`src/rtl/game_sequencer.sv`:
```
// game_sequencer: colour-memory game that grows a random sequence each round,
// replays it on the display, then checks the player's entries against it.
module game_sequencer #(
  parameter int unsigned COLOR_W       = 2,
  parameter int unsigned DEPTH         = 32,
  parameter int unsigned TIMEOUT_TICKS = 8,
  localparam int unsigned LEN_W        = $clog2(DEPTH + 1)
) (
  input  logic               clk_i,
  input  logic               rst_ni,
  input  logic               start_i,
  input  logic [COLOR_W-1:0] rand_i,
  input  logic [COLOR_W-1:0] in_i,
  input  logic               in_valid_i,
  input  logic               timer_pulse_i,
  output logic               timer_go_o,
  output logic [COLOR_W-1:0] out_o,
  output logic               out_ena_o,
  output logic               busy_o,
  output logic               win_o,
  output logic               lose_o,
  output logic               hs_o,
  output logic [LEN_W-1:0]   score_o,
  output logic [LEN_W-1:0]   high_score_o
);

  localparam int unsigned AW = $clog2(DEPTH);
  localparam int unsigned TW = $clog2(TIMEOUT_TICKS + 1);

  typedef enum logic [2:0] {
    S_IDLE,
    S_ADD,
    S_SHOW,
    S_GAP,
    S_INPUT,
    S_WIN,
    S_LOSE
  } state_e;

  state_e             state_q;
  logic [COLOR_W-1:0] mem_q [DEPTH];
  logic [LEN_W-1:0]   cnt_q;
  logic [LEN_W-1:0]   idx_q;
  logic [TW-1:0]      tmo_q;
  logic [LEN_W-1:0]   score_q;
  logic [LEN_W-1:0]   high_q;
  logic [COLOR_W-1:0] out_q;
  logic               ena_q;
  logic               go_q;
  logic               win_q;
  logic               lose_q;
  logic               hs_q;

  logic [LEN_W-1:0]   idx_inc;
  logic [TW-1:0]      tmo_inc;
  logic               last_w;
  logic               full_w;
  logic               best_w;
  logic [COLOR_W-1:0] cur_c;
  logic [COLOR_W-1:0] nxt_c;
  logic [COLOR_W-1:0] head_c;

  assign idx_inc = idx_q + 1'b1;
  assign tmo_inc = tmo_q + 1'b1;
  assign last_w  = (idx_inc == cnt_q);
  assign full_w  = (cnt_q == LEN_W'(DEPTH));
  assign best_w  = (score_q > high_q);
  assign cur_c   = mem_q[idx_q[AW-1:0]];
  assign nxt_c   = mem_q[idx_inc[AW-1:0]];
  assign head_c  = mem_q[AW'(0)];

  // Sequence storage carries no reset; only the first cnt entries are ever read.
  always_ff @(posedge clk_i) begin
    if (state_q == S_ADD && !full_w) begin
      mem_q[cnt_q[AW-1:0]] <= rand_i;
    end
  end

  always_ff @(posedge clk_i or negedge rst_ni) begin
    if (!rst_ni) begin
      state_q <= S_IDLE;
      cnt_q   <= '0;
      idx_q   <= '0;
      tmo_q   <= '0;
      score_q <= '0;
      high_q  <= '0;
      out_q   <= '1;
      ena_q   <= 1'b0;
      go_q    <= 1'b0;
      win_q   <= 1'b0;
      lose_q  <= 1'b0;
      hs_q    <= 1'b0;
    end else begin
      go_q <= 1'b0;
      hs_q <= 1'b0;
      unique case (state_q)
        S_IDLE: begin
          if (start_i) begin
            cnt_q   <= '0;
            score_q <= '0;
            state_q <= S_ADD;
          end
        end
        S_ADD: begin
          if (full_w) begin
            win_q   <= 1'b1;
            state_q <= S_WIN;
            if (best_w) begin
              high_q <= score_q;
              hs_q   <= 1'b1;
            end
          end else begin
            cnt_q   <= cnt_q + 1'b1;
            idx_q   <= '0;
            go_q    <= 1'b1;
            out_q   <= (cnt_q == '0) ? rand_i : head_c;
            ena_q   <= 1'b1;
            state_q <= S_SHOW;
          end
        end
        S_SHOW: begin
          if (timer_pulse_i) begin
            ena_q   <= 1'b0;
            go_q    <= 1'b1;
            state_q <= S_GAP;
          end
        end
        S_GAP: begin
          if (timer_pulse_i) begin
            go_q <= 1'b1;
            if (last_w) begin
              idx_q   <= '0;
              tmo_q   <= '0;
              state_q <= S_INPUT;
            end else begin
              idx_q   <= idx_inc;
              out_q   <= nxt_c;
              ena_q   <= 1'b1;
              state_q <= S_SHOW;
            end
          end
        end
        S_INPUT: begin
          if (in_valid_i) begin
            if (in_i == cur_c) begin
              tmo_q <= '0;
              go_q  <= 1'b1;
              if (last_w) begin
                score_q <= score_q + 1'b1;
                state_q <= S_ADD;
              end else begin
                idx_q <= idx_inc;
              end
            end else begin
              lose_q  <= 1'b1;
              state_q <= S_LOSE;
              if (best_w) begin
                high_q <= score_q;
                hs_q   <= 1'b1;
              end
            end
          end else if (timer_pulse_i) begin
            if (tmo_inc == TW'(TIMEOUT_TICKS)) begin
              lose_q  <= 1'b1;
              state_q <= S_LOSE;
              if (best_w) begin
                high_q <= score_q;
                hs_q   <= 1'b1;
              end
            end else begin
              tmo_q <= tmo_inc;
            end
          end
        end
        S_WIN, S_LOSE: begin
          if (start_i) begin
            win_q   <= 1'b0;
            lose_q  <= 1'b0;
            score_q <= '0;
            cnt_q   <= '0;
            state_q <= S_ADD;
          end
        end
        default: state_q <= S_IDLE;
      endcase
    end
  end

  assign timer_go_o   = go_q;
  assign out_o        = out_q;
  assign out_ena_o    = ena_q;
  assign busy_o       = state_q inside {S_ADD, S_SHOW, S_GAP, S_INPUT};
  assign win_o        = win_q;
  assign lose_o       = lose_q;
  assign hs_o         = hs_q;
  assign score_o      = score_q;
  assign high_score_o = high_q;

endmodule

```
`config.mk`:
```
export PLATFORM = sky130hd
export DESIGN_NAME = game_sequencer
export DESIGN_NICKNAME = d
export VERILOG_FILES = /design/src/rtl/game_sequencer.sv
export SDC_FILE = /design/constraint.sdc
export NUM_CORES = 1
export LEC_CHECK = 0
export CORE_ASPECT_RATIO = 1.2
export CORE_MARGIN = 5
export CORE_UTILIZATION = 40
export DETAILED_ROUTE_END_ITERATION = 12
export GPL_ROUTABILITY_DRIVEN = 1
export PLACE_DENSITY_LB_ADDON = 0.25
export SLEW_MARGIN = 30
export SYNTH_ARGS = -nofsm -noshare
export SYNTH_HDL_FRONTEND = slang
export SYNTH_SLANG_ARGS = --single-unit
```
`constraint.sdc`:
```
create_clock -name clk_i -period 7.8 [get_ports clk_i]
set_input_delay 1.56 -clock clk_i [delete_from_list [all_inputs] [get_ports clk_i]]
set_output_delay 1.56 -clock clk_i [all_outputs]
set_load 0.01 [all_outputs]
```
==> qor.yml <==
clocking:
  clock-sinks: 102
  cts_buffer_depth: 2
  post_cts_resized: 0
  insertion_delay_ns: 0.36
  h-tree-depth: 3
  cts_setup_buffers: 0
  numCtsBuffers: 9
  hold_buffers: 0
  cts_tree: "built"
  root_buffer: "clkbuf_16"
  clk_pin_slew_worst_paths_ns: 0.07
sta:
  clock_skew_ns: 0.01287
  fin_crit_sh_pct: 48.60
  hold_viol_final: 0
  setup-violations-final: 0
  final_max_slew_viol_count: 0
  worst_pin_slew_ns: 0.8708
  period_needed_ns: 3.791
  fmax_ghz: 0.2638
  slew_headroom_pct: 41.50
  rsz0062_at_grt: "false"
  fin_tns_setup_ns: 0
run:
  maxCapViolCount: 0
critical_path:
  startpoint_type: "flip-flop"
  ff2ff_path_depth: 8
  cp-startpoint: "idx_q[1]"
  critical_path_arrival_ns: 4.08
  worstSetupPathType: "reg2reg"
  r2r_start: "idx_q[1]"
  rr_endpoint: "score_o[5]"
  r2r_setup_slack_ns: 4.01
  critPathCaptureType: "flip-flop"
  required_ns: 8.09
  crit_end: "score_o[5]"
  critPathMaxFanout: 18
detailed_routing:
  via_per_inst: 5.859
  initialDrtViolationCount: 342
  wl_per_cell_um: 19.50
  antenna_left: 0
  wl_mm: 13.42
  vias: 4031
  dr.pass1.iters: 5
  drc: 0
run_status:
  status: "completed"
floorplan:
  core_um2: 14290
  rows: 48
  die-area_um2: 16970
  initial_core_util_pct: 40.46
  chipWidth_um: 119.8
  ios: 29
  chipHeight_um: 141.7
finish:
  area_delta_synth_final_pct: 12.42
  fin_nets: 531
  utilization_pct: 45.48
  drive_above_1_share_pct: 14.42
  final_area_um2: 6501
  instances_no_fill: 688
  n_antenna_cell: 0
synthesis:
  async_flop_share_pct: 37.25
  seq_area_frac_synth_pct: 49.72
  syn_inst: 493
  yosysWarnings: 0
  synth_enable_flop_cells: 64
  syn-num-nets: 516
  synth_ff_type: "edfxtp_1"
  synth_area_per_cell_um2: 11.73
  synth.distinct_cells: 61
  ys_ff_latch: 102
  syn_area_um2: 5783
global_route:
  track_usage_pct: 16.39
  gr-total-overflow: 0
  grt_max_degree: 48
  antenna_found_initial: 0
  grt_pass1_vias: 3949
  grt_pass1_wl_mm: 21.51
placed_design:
  dpl.hpwl_mm: 9.378
  io_buffer_count: 28
  dp_cells: 672
  place_area_um2: 6177
  place_congestion: 0.8826
min_path:
  hold_path_class: "reg2reg"
power_and_ir_drop:
  vdd_ir_drop_max_mv: 0.1277
  powerDensity_nw_per_um2: 335.5
  power_leakage_uw: 0.002322
==> worst min-delay path by stage <==
| stage | startpoint | endpoint | slack (ns) | cells past startpoint |
|---|---|---|---|---|
| 2_1_floorplan | tmo_q[2] | tmo_q[2] | 0.48 | 1 |
| 3_3_place_gp | lose_o | lose_o | 0.46 | 1 |
| 3_5_place_dp | lose_o | lose_o | 0.47 | 1 |
| 4_1_cts | lose_o | lose_o | 0.48 | 1 |
| 5_1_grt | lose_o | lose_o | 0.53 | 1 |
| 6_report | lose_o | lose_o | 0.48 | 1 |
==> metrics by stage <==
step                      hold slack, ns  power (uW)  worst slack [ns]
after floorplan                   0.4754        1463             4.632
after global placement            0.4600        1695             3.905
after detailed placement          0.4650        1713             3.826
after CTS                         0.4820        2197             3.927
after global routing              0.5285        2323             3.759
final                             0.4759        2181             4.009
==> synth_stat cells (all sizes together), types with 5 or more instances <==
master,n,area share (%)
a21oi,17,1.5
a211oi,5,0.65
nor3,13,1.1
dfrtp,36,16
inv,21,1.4
nand3,14,1.2
nor2b,6,0.65
mux2i,20,3.7
and3,5,0.54
xor2,9,1.5
clkbuf,20,1.3
mux2,11,2.1
buf,7,0.84
edfxtp,64,33
xnor2,7,1.1
nand2,33,2.1
nor2,59,3.8
mux4,30,12
or3,7,0.76
ha,14,3.0
o21ai,26,2.3
a22oi,6,0.78
nand4,8,0.87
==> layout by cell type, fill, tap and decap left out, types with 3 or more instances in the layout <==
master	n
nand3_1	14
edfxtp_1	64
mux2_2	11
nor3_1	13
clkdlybuf4s50_1	27
and2_1	4
a211oi_1	5
dfrtp_1	35
a31oi_1	4
ha_1	13
nand2_1	33
clkbuf_16	9
nor2b_1	6
o21ai_0	25
nand3b_1	4
o21a_1	3
mux4_2	30
nand4_1	8
and3_1	5
xnor2_1	7
buf_4	4
a21o_1	4
mux2i_1	19
a22oi_1	6
inv_1	20
nor2_1	59
xor2_1	8
or3_1	7
a21oi_1	17
o31ai_1	3
==> routing by layer <==
layer	wire length (um)	GRT usage (%)	share of wire, %
met5	0	0	0
met4	218	5.850	1.6
met3	503	3.110	3.7
met2	6925	28.90	52
met1	5771	20.10	43
==> logic make-up after synthesis <==
family	count (synthesis)	synth area share [%]
compound gates	87	9.779
xor+xnor	17	2.943
fa+ha+maj	14	3.029
buf+inv	48	3.505
flops	102	49.72
mux	61	17.50
simple gates	164	13.52
==> report_power, final <==
group          total [uW]  internal (uW)  switching, uW
logic                 937            450            487
registers             766            640            126
clock network         478            257            221
total                2180           1350            834
==> critical path, cell delays in order (launching register included) <==
cell      delay [ns]
dfrtp_1         0.91
mux4_2          0.60
mux4_2          0.52
mux2i_4         0.23
nor3_1          0.08
nor3_1          0.27
o221ai_1        0.46
or3_1           0.49
a21oi_1         0.14
==> state kept, by name (all words and copies together) (netlist names), 2 cells and up <==
register,count
cnt_q,6
high_score_o,6
idx_q,6
mem_q,64
out_o,2
score_o,6
state_q,3
tmo_q,4
==> final cells by class <==
type,count,area [um2]
Sequential cell,102,2877
Inverter,21,78.83
Clock buffer,9,225.2
Timing Repair Buffer,31,300.3
Fill cell,1321,7792
Clock inverter,7,93.84
Multi-Input combinational cell,343,2708
Tap cell,175,219.0
Note: power is estimated with default switching activity, not from simulation.
